**config.mk**
```make
export PLATFORM = sky130hd
export DESIGN_NAME = approx_mac_acc
export DESIGN_NICKNAME = d
export VERILOG_FILES = /design/src/rtl/approx_mac_acc.sv
export SDC_FILE = /design/constraint.sdc
export NUM_CORES = 1
export LEC_CHECK = 0
export ABC_CLOCK_PERIOD_IN_PS = 3300
export BUFFER_PORTS_ARGS = -buffer_cell sky130_fd_sc_hd__buf_2
export CORE_AREA = 2 2 102 94
export DETAILED_ROUTE_END_ITERATION = 8
export DIE_AREA = 0 0 104 96
export PLACE_DENSITY = 0.71
export SLEW_MARGIN = 20
export SYNTH_ARGS = -nofsm -noshare
export SYNTH_HDL_FRONTEND = slang
export SYNTH_SLANG_ARGS = --single-unit
```
**constraint.sdc**
```tcl
create_clock -name clock -period 3.3 [get_ports clock]
set_clock_uncertainty 0.1 [all_clocks]
set_input_delay 0.33 -clock clock [delete_from_list [all_inputs] [get_ports clock]]
set_output_delay 0.33 -clock clock [all_outputs]
set_load 0.01 [all_outputs]
```
**src/rtl/approx_mac_acc.sv**
```systemverilog
// Streaming signed dot-product accumulator with a one-entry result buffer.
// Define ACC_SAT_EN to clamp the accumulator; otherwise it wraps two's-complement.
module approx_mac_acc #(
  parameter int ACC_W = 24,
  parameter int CNT_W = 8
) (
  input  logic                    clock,
  input  logic                    reset_n,
  input  logic                    in_valid,
  output logic                    in_ready,
  input  logic signed [15:0]      in_prod,
  input  logic                    in_last,
  output logic                    out_valid,
  input  logic                    out_ready,
  output logic signed [ACC_W-1:0] out_acc,
  output logic [CNT_W-1:0]        out_count,
  output logic                    out_ovf
);

  typedef enum logic [0:0] {
    IDLE  = 1'b0,
    ACCUM = 1'b1
  } state_t;

  localparam logic signed [ACC_W-1:0] ACC_MAX = {1'b0, {(ACC_W-1){1'b1}}};
  localparam logic signed [ACC_W-1:0] ACC_MIN = {1'b1, {(ACC_W-1){1'b0}}};
  localparam logic [CNT_W-1:0]        CNT_MAX = {CNT_W{1'b1}};
  localparam logic [CNT_W-1:0]        CNT_ONE = {{(CNT_W-1){1'b0}}, 1'b1};

  state_t                  state_r;
  state_t                  next_state_s;
  logic signed [ACC_W-1:0] acc_r;
  logic [CNT_W-1:0]        cnt_r;
  logic                    ovf_run_r;
  logic                    out_valid_r;
  logic signed [ACC_W-1:0] out_acc_r;
  logic [CNT_W-1:0]        out_count_r;
  logic                    out_ovf_r;

  logic                    in_ready_s;
  logic                    accept_s;
  logic                    out_hs_s;
  logic signed [ACC_W-1:0] acc_base_s;
  logic signed [ACC_W:0]   sum_wide_s;
  logic                    arith_ovf_s;
  logic signed [ACC_W-1:0] sum_res_s;
  logic [CNT_W-1:0]        cnt_next_s;
  logic                    cnt_sat_s;
  logic                    ovf_next_s;

  assign in_ready  = in_ready_s;
  assign out_valid = out_valid_r;
  assign out_acc   = out_acc_r;
  assign out_count = out_count_r;
  assign out_ovf   = out_ovf_r;

  assign accept_s = in_valid & in_ready_s;
  assign out_hs_s = out_valid_r & out_ready;

  // FSM state register
  always_ff @(posedge clock or negedge reset_n) begin
    if (!reset_n) begin
      state_r <= IDLE;
    end else begin
      state_r <= next_state_s;
    end
  end

  // FSM next-state logic: a last beat always closes the vector
  always_comb begin
    next_state_s = state_r;
    case (state_r)
      IDLE: begin
        if (accept_s && !in_last) begin
          next_state_s = ACCUM;
        end else begin
          next_state_s = IDLE;
        end
      end
      ACCUM: begin
        if (accept_s && in_last) begin
          next_state_s = IDLE;
        end else begin
          next_state_s = ACCUM;
        end
      end
      default: next_state_s = IDLE;
    endcase
  end

  // FSM outputs: handshake ready and the accumulation base for the next beat
  always_comb begin
    in_ready_s = reset_n & (~out_valid_r | out_ready);
    acc_base_s = acc_r;
    case (state_r)
      IDLE:    acc_base_s = '0;
      ACCUM:   acc_base_s = acc_r;
      default: acc_base_s = '0;
    endcase
  end

  // Widened sum: top two bits disagree exactly when the signed add overflows
  always_comb begin
    sum_wide_s  = {acc_base_s[ACC_W-1], acc_base_s}
                + {{(ACC_W+1-16){in_prod[15]}}, in_prod};
    arith_ovf_s = sum_wide_s[ACC_W] ^ sum_wide_s[ACC_W-1];
`ifdef ACC_SAT_EN
    if (arith_ovf_s) begin
      sum_res_s = sum_wide_s[ACC_W] ? ACC_MIN : ACC_MAX;
    end else begin
      sum_res_s = sum_wide_s[ACC_W-1:0];
    end
`else
    sum_res_s = sum_wide_s[ACC_W-1:0];
`endif
  end

  // Element counter saturates at its maximum and flags the overflow
  always_comb begin
    if (cnt_r == CNT_MAX) begin
      cnt_next_s = cnt_r;
      cnt_sat_s  = 1'b1;
    end else begin
      cnt_next_s = cnt_r + CNT_ONE;
      cnt_sat_s  = 1'b0;
    end
    ovf_next_s = ovf_run_r | arith_ovf_s | cnt_sat_s;
  end

  // Running accumulator state, cleared when a vector completes
  always_ff @(posedge clock or negedge reset_n) begin
    if (!reset_n) begin
      acc_r     <= '0;
      cnt_r     <= '0;
      ovf_run_r <= 1'b0;
    end else if (accept_s) begin
      if (in_last) begin
        acc_r     <= '0;
        cnt_r     <= '0;
        ovf_run_r <= 1'b0;
      end else begin
        acc_r     <= sum_res_s;
        cnt_r     <= cnt_next_s;
        ovf_run_r <= ovf_next_s;
      end
    end else begin
      acc_r     <= acc_r;
      cnt_r     <= cnt_r;
      ovf_run_r <= ovf_run_r;
    end
  end

  // One-entry result buffer; a reload in the draining cycle keeps it full
  always_ff @(posedge clock or negedge reset_n) begin
    if (!reset_n) begin
      out_valid_r <= 1'b0;
      out_acc_r   <= '0;
      out_count_r <= '0;
      out_ovf_r   <= 1'b0;
    end else if (accept_s && in_last) begin
      out_valid_r <= 1'b1;
      out_acc_r   <= sum_res_s;
      out_count_r <= cnt_next_s;
      out_ovf_r   <= ovf_next_s;
    end else if (out_hs_s) begin
      out_valid_r <= 1'b0;
    end else begin
      out_valid_r <= out_valid_r;
    end
  end

endmodule

```
==> flow_metrics.env, run 1 <==
export IMPL_status="finished clean"
export IMPL_die_w_um=104
export IMPL_hold_slack_ns=0.141
export IMPL_cp_arrival_ns=3.01
export IMPL_max_freq_ghz=0.348
export IMPL_critPathMaxStageDelay_ns=0.39
export IMPL_rsz0062_at_grt="false"
export IMPL_antenna_found_initial=0
export IMPL_synth_cell_type_count=53
export IMPL_setup_viol=0
export IMPL_wirelength_mm=10.3
export IMPL_cts_inserted_buffers=9
export IMPL_die_y_um=96
export IMPL_drt_first_pass_iters=5
export IMPL_cpMostUsedCell="a21oi_1"
export IMPL_cts_sinks=68
export IMPL_cts_tree="yes"
export IMPL_synth_top_flop_cell="dfrtp_1"
export IMPL_finalHoldViolations=0
export IMPL_drt_iter0_drc=173
export IMPL_h_tree_depth=3
export IMPL_ios=56
export IMPL_crit_chain="buf_4, and2_1, ha_1, a21oi_1, nand2_1, a211oi_2, a211oi_1, or3b_1, mux2i_1, a21oi_1"
export IMPL_cp_start_kind="flip-flop"
export IMPL_gp_congestion=0.942
export IMPL_coreArea_mm2=0.00892
export IMPL_vias=3647
export IMPL_grt_pass1_wl_mm=17.5
export IMPL_grt_use_total=0.222
export IMPL_placed_cells=630
export IMPL_powerDensity_mw_per_mm2=663
export IMPL_clk_pin_slew_ns=0.08
export IMPL_netlist_area_leader_share=0.403
export IMPL_wl_per_cell_um=16.0
export IMPL_area_growth_syn_to_layout_pct=14.8
export IMPL_grt_overflow=0
export IMPL_path_class="flip-flop to flip-flop"
export IMPL_crit_slowest_cell="dfrtp_1"
export IMPL_fin_cells=646
export IMPL_die_area_mm2=0.00998
export IMPL_num_rows=33
export IMPL_netlist_instances=467
export IMPL_crit_family="compound AO/OA/AOI/OAI gates"
export IMPL_ys_async_sr_fraction=1.00
export IMPL_cts_hold_buf=0
export IMPL_postRouteAntennaNets=0
export IMPL_port_buffers=55
export IMPL_yosysTopAreaCell="dfrtp_1"
export IMPL_max_cap_violations=0
export IMPL_cts_max_path_buffers=2
export IMPL_cts_resized_gates=0
export IMPL_initial_utilization=0.474
export IMPL_path_buf_inv=1
export IMPL_clk_latency_ns=0.36
export IMPL_grt_pass1_vias=3563
export IMPL_p_leak_nw=2.31
export IMPL_post_cts_buffers=0
export IMPL_post_dp_hpwl_mm=7.44
export IMPL_holdCritPathClass="input port to flip-flop"
export IMPL_vias_per_cell=5.65
export IMPL_synth_avg_cell_area_um2=9.05
export IMPL_synth_nets=514
export IMPL_ys_warn_count=0
export IMPL_drc=0
export IMPL_worst_ep_required_time_ns=3.44
export IMPL_irDropWorstVdd_mv=0.309
export IMPL_diodes=0
export IMPL_fin_ws_ns=0.425
export IMPL_power_mw=3.22
export IMPL_critPathMaxFanout=13
export IMPL_yosysSeqAreaShare=0.403
export IMPL_tightest_slew_ns=0.850
export IMPL_cp_end_kind="flip-flop"
export IMPL_setup_tns_ns=0
export IMPL_fin_crit_sh=0.871
export IMPL_slew_violations=0
export IMPL_fin_nets=566
export IMPL_synth_edf_count=0
export IMPL_cts_root_buf="clkbuf_8"
export IMPL_grt_max_degree=69
export IMPL_synth_common_cells="nand2_1 (69), dfrtp_1 (68), o21ai_0 (37)"
export IMPL_syn_area_mm2=0.00422
export IMPL_drive_above_1_share=0.187
export IMPL_place_ws_ns=0.436
export IMPL_ys_ff_latch=68
export IMPL_synth_most_common_cell="nand2_1"
export IMPL_slew_limit_headroom=0.433
export IMPL_min_period_ns=2.88
export IMPL_synthTopCellsByArea="dfrtp_1 (40%), ha_1 (7.4%), nand2_1 (6.1%), and2_1 (4.9%), o21ai_0 (4.4%)"
[worst register-to-register path, stage by stage, from the launching register on]
cell	delay (ns)
dfrtp_1	0.39
buf_4	0.18
and2_1	0.15
ha_1	0.33
a21oi_1	0.34
nand2_1	0.18
a211oi_2	0.32
a211oi_1	0.13
or3b_1	0.35
mux2i_1	0.20
a21oi_1	0.10
[final timing paths]
kind / start / endpoint / slack (ns) / cells after the start
max reg2reg: flip-flop / out_ovf$_DFFE_PN0P_ / 0.42 / 10
min reg2reg: out_acc[6]$_DFFE_PN0P_ / out_acc[6]$_DFFE_PN0P_ / 0.37 / 2
max: flip-flop / out_ovf$_DFFE_PN0P_ / 0.42 / 10
max in group asynchronous: reset_n / acc_r[13]$_DFFE_PN0P_ / 2.37 / 2
min in group asynchronous: reset_n / cnt_r[7]$_DFFE_PN0P_ / 0.17 / 2
min: out_ready / out_valid$_DFFE_PN0P_ / 0.14 / 3
[power by group]
group          leakage, nW  switching [mW]  internal, mW
Sequential           0.867           0.120          1.06
Clock                0.102           0.362         0.429
Combinational         1.34           0.699         0.550
[layout make-up]
type	count	area (um^2)
timing repair buffer	66	358
multi-input combinational	369	2390
clock inverter	7	100
sequential	68	1700
clock buffer	9	124
tap	122	153
fill	848	4070
inverter	5	18.8
[cells in the final DEF (no fill, tap or decap), drive strengths merged, types with 10 or more instances in the layout]
cell	synthesis	layout
dfrtp	68	68
o21ai	43	43
xnor2	14	14
nor2	23	23
ha	25	25
a21o	10	10
buf	4	66
a22o	14	14
nand2	69	69
and2	34	34
a21oi	30	30
[cells by family after synthesis]
logic type,after synthesis,synth area share
AOI/OAI and AO/OA,132,0.202
xor gates and xnor gates,21,0.0435
adders and majority gates,26,0.0788
buffers and inverters,30,0.0308
DFF,68,0.403
muxes,15,0.0391
and+or+nand+nor,175,0.203
[stage by stage]
| step | cell area, um^2 | util |
|---|---|---|
| 3_5_place_dp | 4620 | 0.518 |
| 3_3_place_gp | 4620 | 0.518 |
| 4_1_cts | 4850 | 0.543 |
| 2_1_floorplan | 4220 | - |
| 5_1_grt | 4850 | 0.543 |
| 6_report | 4850 | 0.543 |
[metal layers]
layer | up-vias | global-route usage | wire length (um)
met5 | - | 0 | 0
met4 | 0 | 0.0822 | 278
met3 | 23 | 0.0447 | 574
met2 | 125 | 0.353 | 4530
met1 | 1733 | 0.303 | 4950
li1 | 1766 | - | -
[registers in the layout (all words and copies together) (netlist names), named ones only]
name,cells
acc_r,24
out_acc,24
cnt_r,8
out_count,8
out_ovf,1
out_valid,1
ovf_run_r,1
Note: power is estimated with default switching activity, not from simulation.
==> inputs of run 2 (changes only) <==
Settings changed: RECOVER_POWER from default to 100.
==> run 2 against run 1 <==
Compared with the run above: the run now ends with max-capacitance violations, max-slew violations left; first-iteration DRC count grew 0.58%; register-to-register slack lost 0.12 ns; utilization shrank 0.77 points; critical path depth grew 1; wire length is essentially flat.
==> flow_metrics.env, run 2 (synthesis results as in run 1) <==
export IMPL_mostFrequentLayoutCell="nand2_1"
export IMPL_area_growth_syn_to_layout_pct=13.1
export IMPL_die_w_um=104
export IMPL_cts_hold_buf=0
export IMPL_slew_limit_headroom=-0.107
export IMPL_grt_overflow=0
export IMPL_num_rows=33
export IMPL_critPathMaxFanout=6
export IMPL_post_cts_buffers=0
export IMPL_setup_viol=0
export IMPL_grt_pass1_vias=3563
export IMPL_drc=0
export IMPL_antenna_found_initial=0
export IMPL_port_buffers=55
export IMPL_final_core_util=0.536
export IMPL_worst_ep_required_time_ns=3.49
export IMPL_holdCritPathClass="input port to flip-flop"
export IMPL_rsz0062_at_grt="false"
export IMPL_diodes=0
export IMPL_irDropWorstVdd_mv=0.303
export IMPL_critPathMaxStageDelay_ns=0.41
export IMPL_switching_power_mw=1.18
export IMPL_clk_latency_ns=0.36
export IMPL_grt_use_total=0.222
export IMPL_cts_root_buf="clkbuf_8"
export IMPL_fin_nets=566
export IMPL_slew_violations=69
export IMPL_switching_share=0.373
export IMPL_postRouteAntennaNets=0
export IMPL_setup_tns_ns=0
export IMPL_drt_first_pass_iters=4
export IMPL_post_dp_hpwl_mm=7.44
export IMPL_drive_above_1_share=0.111
export IMPL_wl_per_cell_um=16.0
export IMPL_tightest_slew_ns=1.66
export IMPL_die_area_mm2=0.00998
export IMPL_use_met3=0.0447
export IMPL_final_cell_mix="nand2_1 (69), dfrtp_1 (68), o21ai_0 (40)"
export IMPL_seq_power_share=0.372
export IMPL_powerDensity_mw_per_mm2=663
export IMPL_cts_resized_gates=0
export IMPL_finalHoldViolations=0
export IMPL_p_comb_frac=0.379
export IMPL_ios=56
export IMPL_h_tree_depth=3
export IMPL_die_y_um=96
export IMPL_vias_per_cell=5.59
export IMPL_p_int_mw=1.99
export IMPL_crit_chain="and2_0, ha_1, inv_1, fa_1, nand2b_1, a21o_1, a21o_1, a21boi_0, o2111ai_1, or3_1, nand3_1"
export IMPL_cts_tree="yes"
export IMPL_gp_congestion=0.942
export IMPL_initial_utilization=0.474
export IMPL_clk_pin_slew_ns=0.08
export IMPL_coreArea_mm2=0.00892
export IMPL_cts_inserted_buffers=9
export IMPL_grt_busiest_layer="met2"
export IMPL_violations="max-capacitance violations, max-slew violations"
export IMPL_crit_slowest_cell="or3_1"
export IMPL_status="complete, but fails checks"
export IMPL_grt_pass1_wl_mm=17.5
export IMPL_max_freq_ghz=0.334
export IMPL_p_leak_nw=2.18
export IMPL_fin_crit_sh=0.908
export IMPL_path_class="flip-flop to flip-flop"
export IMPL_cp_start_kind="flip-flop"
export IMPL_vias=3609
export IMPL_use_met2=0.353
export IMPL_fillers=867
export IMPL_min_period_ns=2.99
export IMPL_drt_iter0_drc=174
export IMPL_max_cap_violations=1
export IMPL_cp_end_kind="flip-flop"
export IMPL_met1_usage=0.303
export IMPL_clkPwrFrac=0.249
export IMPL_cts_sinks=68
export IMPL_wirelength_mm=10.3
export IMPL_cpMostUsedCell="a21o_1"
export IMPL_grt_max_degree=69
export IMPL_cp_arrival_ns=3.18
export IMPL_cts_max_path_buffers=2
## run 2: changes by cell type in the layout (fill, tap and decap cells not counted), moves of 3 or more
cell,change
clkbuf_1,+37
buf_2,-35
and2_1,-7
o21ai_0,+3
o21ai_1,-3
buf_4,-3
and2_0,+7
## run 2: worst paths after layout
check	from	to	slack [ns]	cells after the start
worst max-delay path	flip-flop	acc_r[18]$_DFFE_PN0P_	0.31	11
max in group asynchronous	reset_n	acc_r[13]$_DFFE_PN0P_	1.49	2
min in group asynchronous	reset_n	cnt_r[7]$_DFFE_PN0P_	0.61	2
worst min register to register	acc_r[0]$_DFFE_PN0P_	acc_r[0]$_DFFE_PN0P_	0.38	2
worst min-delay path	out_ready	out_valid$_DFFE_PN0P_	0.14	3
worst max register to register	flip-flop	acc_r[18]$_DFFE_PN0P_	0.31	11
## run 2: power by group through the flow
stage | Sequential, mW | Combinational [mW] | Clock (mW)
CTS | 1.18 | 1.25 | 0.800
global route | 1.21 | 1.34 | 0.841
floorplan | 1.24 | 0.813 | 0
finish | 1.18 | 1.20 | 0.790
detailed placement | 1.19 | 1.25 | 0
global placement | 1.19 | 1.23 | 0
## run 2: cell type report
cell class / count / area (um^2) / area share
inverter: 5 / 18.8 / 0.00393
multi-input combinational: 369 / 2380 / 0.498
clock buffer: 9 / 124 / 0.0259
timing repair buffer: 66 / 304 / 0.0636
sequential: 68 / 1700 / 0.356
tap: 122 / 153 / 0.0319
clock inverter: 7 / 100 / 0.0209
## run 2: worst max-delay path, delay by kind of cell (launching register included)
family	cells	cell delay (ns)
adders and majority gates	2	0.57
DFF	1	0.36
and+or+nand+nor	4	0.82
buffers and inverters	1	0.06
AOI/OAI and AO/OA	4	1.02
## run 2: routing by layer
metal / vias up / wire length [um] / part of all wire
met1: 1738 / 5130 / 0.50
met2: 93 / 4540 / 0.44
li1: 1760 / - / -
met4: 0 / 252 / 0.024
met5: - / 0 / 0
met3: 18 / 415 / 0.040
## run 2: through the flow
step	hold WS, ns	worst slack [ns]	power (mW)	instances	area (um^2)
after CTS	0.133	0.420	3.23	646	4850
final	0.141	0.305	3.17	646	4780
after global routing	0.173	0.163	3.40	646	4780
after detailed placement	0.356	0.436	2.44	630	4620
after global placement	0.352	0.511	2.42	630	4620
after floorplan	-0.0656	0.617	2.05	467	4220
==> inputs of run 3 (changes only) <==
Settings changed: BUFFER_PORTS_ARGS -buffer_cell sky130_fd_sc_hd__buf_2 to default, CTS_CLUSTER_SIZE from default to 20, DONT_BUFFER_PORTS from default to 1, PLACE_DENSITY 0.71 to 0.65, SLEW_MARGIN 20 to default.
==> run 3 against run 2 <==
Compared with the run above: the run still ends with max-capacitance violations, max-slew violations left; first-iteration DRC count up 19%; power shrank 7.5%; die area unchanged; critical endpoint is now out_ovf$_DFFE_PN0P_; highest routed layer unchanged.
==> flow_metrics.env, run 3 (synthesis results as in run 1) <==
export IMPL_gp_congestion=1.06
export IMPL_whs_path_depth=2
export IMPL_die_w_um=104
export IMPL_postRouteAntennaNets=0
export IMPL_violations="max-capacitance violations, max-slew violations"
export IMPL_vias_per_cell=5.79
export IMPL_antenna_found_initial=1
export IMPL_status="complete, but fails checks"
export IMPL_clk_latency_ns=0.36
export IMPL_final_cell_mix="nand2_1 (69), dfrtp_1 (67), o21ai_0 (39)"
export IMPL_placed_area_mm2=0.00433
export IMPL_seq_power_share=0.437
export IMPL_drt_iter0_drc=207
export IMPL_h_tree_depth=3
export IMPL_cts_root_buf="clkbuf_8"
export IMPL_port_buffers=0
export IMPL_drt_first_pass_iters=5
export IMPL_mostFrequentLayoutCell="nand2_1"
export IMPL_cp_end_kind="flip-flop"
export IMPL_critPathMaxFanout=18
export IMPL_drc=0
export IMPL_path_class="flip-flop to flip-flop"
export IMPL_slew_limit_headroom=-0.129
export IMPL_fin_nets=512
export IMPL_max_freq_ghz=0.326
export IMPL_irDropWorstVdd_mv=0.227
export IMPL_fin_cells=592
export IMPL_cts_inserted_buffers=9
export IMPL_slew_violations=69
export IMPL_place_ws_ns=0.0749
export IMPL_fin_ws_ns=0.237
export IMPL_clk_pin_slew_ns=0.08
export IMPL_setup_viol=0
export IMPL_fin_crit_sh=0.928
export IMPL_die_area_mm2=0.00998
export IMPL_wirelength_mm=10.4
export IMPL_switching_share=0.389
export IMPL_rr_worst_depth=9
export IMPL_p_int_mw=1.79
export IMPL_vias=3427
export IMPL_holdCritPathClass="input port to flip-flop"
export IMPL_grt_max_degree=69
export IMPL_die_y_um=96
export IMPL_cts_tree="yes"
export IMPL_powerDensity_mw_per_mm2=648
export IMPL_tightest_slew_ns=1.69
export IMPL_grt_use_total=0.223
export IMPL_grt_pass1_wl_mm=17.4
export IMPL_coreArea_mm2=0.00892
export IMPL_wl_per_cell_um=17.6
export IMPL_ios=56
export IMPL_cts_max_path_buffers=2
export IMPL_diodes=0
export IMPL_area_growth_syn_to_layout_pct=7.08
export IMPL_max_cap_violations=1
export IMPL_final_core_util=0.507
export IMPL_switching_power_mw=1.14
export IMPL_worst_ep_required_time_ns=3.40
export IMPL_r2r_slack_ns=0.24
export IMPL_min_to="acc_r[0]$_DFFE_PN0P_"
export IMPL_min_period_ns=3.06
export IMPL_clkPwrFrac=0.220
export IMPL_grt_overflow=0
export IMPL_cts_sinks=68
export IMPL_p_leak_nw=2.04
export IMPL_rr_endpoint="out_ovf$_DFFE_PN0P_"
export IMPL_num_rows=33
export IMPL_post_dp_hpwl_mm=7.23
export IMPL_initial_utilization=0.474
export IMPL_grt_pass1_vias=3444
export IMPL_finalHoldViolations=0
export IMPL_rsz0062_at_grt="false"
export IMPL_hold_path_startpoint="in_last"
export IMPL_cp_start_kind="flip-flop"
export IMPL_drive_above_1_share=0.0809
export IMPL_setup_tns_ns=0
export IMPL_cp_arrival_ns=3.16
export IMPL_p_comb_frac=0.343
export IMPL_final_cell_area_mm2=0.00452
export IMPL_placed_cells=573
[run 3: cell types whose count changed in the layout (fill, tap and decap cells not counted), sizes merged]
| cell | previous run | this run |
|---|---|---|
| dlygate4sd3 | 0 | 2 |
| bufinv | 2 | 0 |
| buf | 28 | 7 |
| clkbuf | 47 | 14 |
[run 3: per-stage QoR]
| stage | hold slack, ns | total power [mW] |
|---|---|---|
| finish | 0.0415 | 2.93 |
| global route | 0.0306 | 3.15 |
| CTS | 0.0282 | 2.96 |
| detailed placement | -0.0635 | 2.28 |
| global placement | -0.0631 | 2.27 |
| floorplan | -0.0656 | 2.05 |
[run 3: layer usage]
layer  part of all wire  global-route usage  vias up
met5                  0                   0        -
met3              0.067              0.0562       18
met4              0.020               0.101        0
met2               0.44               0.345      125
li1                   -                   -     1651
met1               0.48               0.299     1633
[run 3: worst max path at each step]
stage | depth (start not counted) | to | slack [ns] | start
2_1_floorplan | 11 | out_ovf$_DFFE_PN0P_ | 0.62 | flip-flop
3_3_place_gp | 9 | out_ovf$_DFFE_PN0P_ | 0.26 | flip-flop
3_5_place_dp | 11 | acc_r[18]$_DFFE_PN0P_ | 0.07 | flip-flop
4_1_cts | 11 | acc_r[18]$_DFFE_PN0P_ | 0.04 | flip-flop
5_1_grt | 9 | out_ovf$_DFFE_PN0P_ | 0.02 | flip-flop
6_report | 9 | out_ovf$_DFFE_PN0P_ | 0.24 | flip-flop
[run 3: area by class of cell]
class                      instances  area, um^2
timing repair buffer              12        85.1
tap                              122         153
inverter                           5        18.8
multi-input combinational        369        2380
clock buffer                      11         141
fill                             879        4400
sequential                        68        1710
clock inverter                     5        36.3
[run 3: critical path, stage by stage, from the launching register on]
cell and delay (ns):
dfrtp_4 0.58, and2_1 0.19, ha_1 0.39, a21oi_1 0.27
or2b_1 0.30, a211oi_2 0.23, a211oi_1 0.13, or3b_1 0.37
mux2i_1 0.22, a21oi_1 0.10
[run 3: power by group through the flow]
stage	Clock (mW)	Combinational (mW)	Sequential, mW
final	0.645	1.01	1.28
after global routing	0.705	1.13	1.32
after floorplan	0	0.813	1.24
after CTS	0.660	1.02	1.29
after global placement	0	0.967	1.30
after detailed placement	0	0.986	1.30
[run 3: timing repair]
| item | 4_1_cts | 5_1_grt |
|---|---|---|
| resized for setup | 0 | 2 |
| endpoints found under the hold margin | 70 | 0 |
| setup endpoints to repair | 0 | 9 |
| hold buffers | 3 | 0 |
| setup buffers | 0 | 0 |
